## src/rtl/seq_mult.sv

```systemverilog
// seq_mult: sequential shift-add multiplier with an unsigned or two's-complement operand mode.
// Ports: clk, rst (async, active-high); in_valid/in_ready + a, b, signed_mode (operand handshake);
//        out_valid/out_ready + product (result handshake); busy (high while computing or holding).
// Latency: W edges from accept to out_valid. One result per W+2 cycles. Result held until out_ready.
module seq_mult #(
  parameter int W = 8
) (
  input  logic           clk,
  input  logic           rst,
  input  logic           in_valid,
  output logic           in_ready,
  input  logic [W-1:0]   a,
  input  logic [W-1:0]   b,
  input  logic           signed_mode,
  output logic           out_valid,
  input  logic           out_ready,
  output logic [2*W-1:0] product,
  output logic           busy
);

  localparam int CW = (W > 1) ? $clog2(W) : 1;
  localparam logic [W-1:0]   ONE_W  = {{(W-1){1'b0}}, 1'b1};
  localparam logic [2*W-1:0] ONE_2W = {{(2*W-1){1'b0}}, 1'b1};
  localparam logic [CW-1:0]  ONE_C  = {{(CW-1){1'b0}}, 1'b1};
  localparam logic [CW-1:0]  LAST_C = CW'(W - 1);

  typedef enum logic [1:0] {
    S_IDLE = 2'd0,
    S_CALC = 2'd1,
    S_DONE = 2'd2
  } state_t;

  state_t         state_q, state_d;
  logic [W-1:0]   mcand_q, mcand_d;
  logic [W-1:0]   mplier_q, mplier_d;
  logic [CW-1:0]  cnt_q, cnt_d;
  logic [2*W-1:0] acc_q, acc_d;
  logic [2*W-1:0] prod_q, prod_d;
  logic           neg_q, neg_d;

  logic [W-1:0]   a_mag, b_mag;
  logic [2*W-1:0] partial, acc_sum;

  // Operand magnitudes. Negating the most negative value wraps back to the
  // same bit pattern, which read as unsigned is exactly 2^(W-1), so no
  // special case is needed.
  always_comb begin
    a_mag = a;
    b_mag = b;
    if (signed_mode && a[W-1]) a_mag = (~a) + ONE_W;
    if (signed_mode && b[W-1]) b_mag = (~b) + ONE_W;
  end

  // One multiplier bit per cycle, LSB first.
  always_comb begin
    partial = {{W{1'b0}}, mcand_q} << cnt_q;
    acc_sum = acc_q;
    if (mplier_q[cnt_q]) acc_sum = acc_q + partial;
  end

  always_comb begin
    state_d  = state_q;
    mcand_d  = mcand_q;
    mplier_d = mplier_q;
    cnt_d    = cnt_q;
    acc_d    = acc_q;
    prod_d   = prod_q;
    neg_d    = neg_q;
    case (state_q)
      S_IDLE: begin
        if (in_valid) begin
          mcand_d  = a_mag;
          mplier_d = b_mag;
          neg_d    = signed_mode & (a[W-1] ^ b[W-1]);
          cnt_d    = '0;
          acc_d    = '0;
          state_d  = S_CALC;
        end
      end
      S_CALC: begin
        acc_d = acc_sum;
        cnt_d = cnt_q + ONE_C;
        if (cnt_q == LAST_C) begin
          // Final bit: the sum including this cycle's add is the magnitude.
          prod_d  = neg_q ? ((~acc_sum) + ONE_2W) : acc_sum;
          state_d = S_DONE;
        end
      end
      S_DONE: begin
        // Returning to IDLE takes this edge; a new accept waits for the next one.
        if (out_ready) state_d = S_IDLE;
      end
      default: state_d = S_IDLE;
    endcase
  end

  always_ff @(posedge clk or posedge rst) begin
    if (rst) begin
      state_q  <= S_IDLE;
      mcand_q  <= '0;
      mplier_q <= '0;
      cnt_q    <= '0;
      acc_q    <= '0;
      prod_q   <= '0;
      neg_q    <= 1'b0;
    end else begin
      state_q  <= state_d;
      mcand_q  <= mcand_d;
      mplier_q <= mplier_d;
      cnt_q    <= cnt_d;
      acc_q    <= acc_d;
      prod_q   <= prod_d;
      neg_q    <= neg_d;
    end
  end

  assign in_ready  = (state_q == S_IDLE);
  assign out_valid = (state_q == S_DONE);
  assign busy      = (state_q != S_IDLE);
  assign product   = prod_q;

endmodule

```

## config.mk

```make
export PLATFORM = sky130hd
export DESIGN_NAME = seq_mult
export DESIGN_NICKNAME = d
export VERILOG_FILES = /design/src/rtl/seq_mult.sv
export SDC_FILE = /design/constraint.sdc
export NUM_CORES = 1
export LEC_CHECK = 0
export ABC_CLOCK_PERIOD_IN_PS = 10000
export CAP_MARGIN = 5
export CORE_UTILIZATION = 25
export CTS_CLUSTER_DIAMETER = 40
export DETAILED_ROUTE_END_ITERATION = 8
export GPL_ROUTABILITY_DRIVEN = 0
export GPL_TIMING_DRIVEN = 0
export PLACE_DENSITY = 0.39
export SYNTH_ARGS = -nofsm -noshare
export SYNTH_HDL_FRONTEND = slang
export SYNTH_SLANG_ARGS = --single-unit
```

## constraint.sdc

```tcl
create_clock -name clk -period 10 [get_ports clk]
set_input_delay 2 -clock clk [delete_from_list [all_inputs] [get_ports clk]]
set_output_delay 2 -clock clk [all_outputs]
set_load 0.005 [all_outputs]
```

==> impl_metrics.py <==
metrics = {
    "cts": {
        "htreeDepth": 2,
        "clk_pin_slew_ns": 0.07,
        "cts_tree": "yes",
        "clk_latency_ns": 0.31,
        "clockRootBuffer": "clkbuf_16",
        "ctsHoldBuffers": 0,
        "cts_sinks": 54,
        "postCtsSetupRepairBufs": 0,
        "cts_resized": 0,
        "clockBufferDepth": 2,
        "numCtsBuffers": 5,
    },
    "final_layout": {
        "area_delta_synth_final_pct": 20.8,
        "finish.instance_area_mm2": 0.00484,
        "final_nets": 548,
        "layout_commonest_cell": "nand2_1",
        "drive_above_1_share_pct": 7.69,
        "antenna_cells": 0,
        "layout_common_cells": "nand2_1 (59), o21ai_0 (54), dfrtp_1 (54), clkdlybuf4s50_1 (38), nand3_1 (25)",
    },
    "die": {
        "pin_count": 40,
        "core_region_area_mm2": 0.0154,
        "start_util_pct": 26.0,
        "die_h_um": 129,
        "rows": 45,
        "die_w_um": 129,
        "die_area_mm2": 0.0165,
    },
    "pwr": {
        "pwr-share-comb_pct": 67.2,
        "switching_share_pct": 48.3,
        "internal-power_uw": 941,
        "leakage_uw": 0.00211,
        "clockPowerShare_pct": 11.4,
        "p_switching_uw": 877,
        "pwr_density_cell_mw_per_mm2": 376,
        "seqPwrFrac_pct": 21.4,
        "vdd_ir_drop_max_mv": 0.111,
    },
    "logic_synthesis": {
        "synth.distinct_cells": 70,
        "synth_edf_count": 0,
        "ys_seq_area_share_pct": 33.7,
        "async_reset_ff_share_pct": 100,
        "synthFlopType": "dfrtp_1",
        "synth_warnings": 0,
        "synthCells": 460,
        "synth_area_per_cell_um2": 8.71,
        "syn-cell-area_mm2": 0.00401,
        "ys_seq_elements": 54,
        "syn_nets": 502,
    },
    "sta": {
        "slew_violations": 0,
        "min_period_over_period_pct": 43.7,
        "final.setup.tns_ns": 0,
        "whs_ns": 0.479,
        "post-route-min-period_ns": 4.37,
        "rsz0062_at_grt": "false",
        "fin_skew_ns": 0.00688,
        "worst_pin_slew_ns": 0.806,
        "relSlewSlack_pct": 44.7,
        "fmax_mhz": 229,
        "hold_viol": 0,
        "setup_viol_count_final": 0,
    },
    "global_route": {
        "grt-busiest-layer": "met2",
        "grt_pass1_vias": 3429,
        "use_met3_pct": 2.95,
        "overflow": 0,
        "grt_first_pass_wirelength_um": 18700,
        "grtUsageMet1_pct": 18.7,
        "grt_util_all_layers_pct": 14.9,
        "grt_use_met2_pct": 25.1,
        "grt_max_degree": 29,
        "antenna_found_initial": 0,
    },
    "route": {
        "avgViaCountPerCell": 4.85,
        "drc_errors": 0,
        "vias": 3483,
        "drt_first_pass_iters": 4,
        "wl_per_cell_um": 15.7,
        "drtIter0Drc": 138,
        "totalWireLength_um": 11300,
        "antenna_left": 0,
    },
    "placement": {
        "hpwl_um": 8790,
        "io_buffers": 38,
        "placed_cell_area_mm2": 0.00467,
    },
    "worst_setup_path": {
        "end_kind": "flop",
        "worstPathRequired_ns": 10.17,
        "crit_fanout": 10,
        "cp.arrival_ns": 4.54,
        "critPathLaunchType": "flop",
        "worstSetupPathType": "flop to flop",
    },
    "min_path": {
        "min_path_type": "flop to flop",
    },
    "job": {
        "drv_cap": 0,
    },
    "run_status": {
        "status": "finished clean",
    },
}
-- path summary, 6_finish.rpt --
| kind | depth (start not counted) | slack, ns | start | endpoint |
|---|---|---|---|---|
| max reg2reg | 15 | 5.63 | cnt_q[1] | product[15] |
| min in group asynchronous | 2 | 2.10 | rst | mplier_q[0] |
| max | 15 | 5.63 | cnt_q[1] | product[15] |
| min reg2reg | 2 | 0.48 | product[7] | product[7] |
| min | 2 | 0.48 | product[7] | product[7] |
| max in group asynchronous | 3 | 7.32 | rst | product[11] |
-- sequential cells by signal, indices dropped and copies added, names as in the netlist --
register / flops
cnt_q: 3
neg_q: 1
mcand_q: 8
mplier_q: 8
state_q: 2
acc_q: 16
product: 16
-- cells by family (layout without fill, tap and decap cells) --
family / count (synthesis) / count (layout) / share of synthesized area, %
DFF: 54 / 54 / 33.7
buffers and inverters: 38 / 85 / 4.46
xor gates and xnor gates: 31 / 31 / 6.77
and+or+nand+nor: 151 / 151 / 18.5
muxes: 31 / 31 / 9.08
adders and majority gates: 21 / 21 / 6.74
AOI/OAI and AO/OA: 134 / 134 / 20.7
-- critical path: stages (launching register included) --
cell	delay, ns
dfrtp_1	0.38
buf_6	0.16
clkbuf_1	0.41
mux2i_1	0.16
mux2_2	0.32
o22ai_1	0.21
ha_1	0.32
a21o_1	0.21
a31oi_1	0.28
nand2_1	0.09
a311oi_1	0.35
xnor2_1	0.11
mux2i_1	0.65
o2111ai_1	0.26
mux2i_1	0.21
o311ai_1	0.11
-- cell type report --
type / instances / area (µm²)
Fill cell: 1655 / 10600
Multi-Input combinational cell: 368 / 2480
Sequential cell: 54 / 1350
Timing Repair Buffer: 39 / 400
Tap cell: 211 / 264
Clock buffer: 5 / 125
Buffer: 23 / 123
Inverter: 15 / 56.3
Clock inverter: 3 / 43.8
-- routing by layer --
metal  routed length, µm  up-vias
met3                 515       15
met5                   0        -
li1                    -     1769
met4                 270        0
met2                5360       75
met1                5110     1624
-- stage by stage --
step	total power (µW)	util [%]	setup slack (ns)	instances
floorplan	1260	-	6.28	460
global placement	1610	30.2	5.45	709
detailed placement	1620	30.3	5.67	710
CTS	1840	31.4	5.64	718
global route	2000	31.4	5.31	718
finish	1820	31.4	5.63	718
-- power by group through the flow --
stage               Combinational (µW)  Sequential [µW]  Clock, µW
finish                            1220              389        207
global route                      1370              404        226
CTS                               1230              390        219
detailed placement                1220              394          0
global placement                  1220              394          0
floorplan                          893              371          0
-- cell usage after synthesis, types with 3 or more instances --
| library cell | count | share of area [%] |
|---|---|---|
| o22ai_1 | 5 | 0.78 |
| a211oi_1 | 3 | 0.56 |
| inv_1 | 15 | 1.4 |
| nor3b_1 | 5 | 0.94 |
| or3_1 | 5 | 0.78 |
| nand2b_1 | 6 | 0.94 |
| mux2i_1 | 20 | 5.0 |
| a31oi_1 | 8 | 1.2 |
| a21oi_1 | 22 | 2.7 |
| ha_1 | 20 | 6.2 |
| nor3_1 | 8 | 1.0 |
| nor2_1 | 18 | 1.7 |
| o21ai_1 | 6 | 0.75 |
| mux2_2 | 6 | 1.7 |
| and3_1 | 4 | 0.62 |
| and2_1 | 5 | 0.78 |
| xnor2_1 | 18 | 3.9 |
| xor2_1 | 13 | 2.8 |
| nand3_1 | 25 | 3.1 |
| a21o_1 | 6 | 1.1 |
| clkbuf_1 | 16 | 1.5 |
| nand2_1 | 59 | 5.5 |
| dfrtp_1 | 54 | 34 |
| o21ai_0 | 54 | 6.7 |
| buf_6 | 3 | 0.84 |
Power figures use the tool's default switching activity.
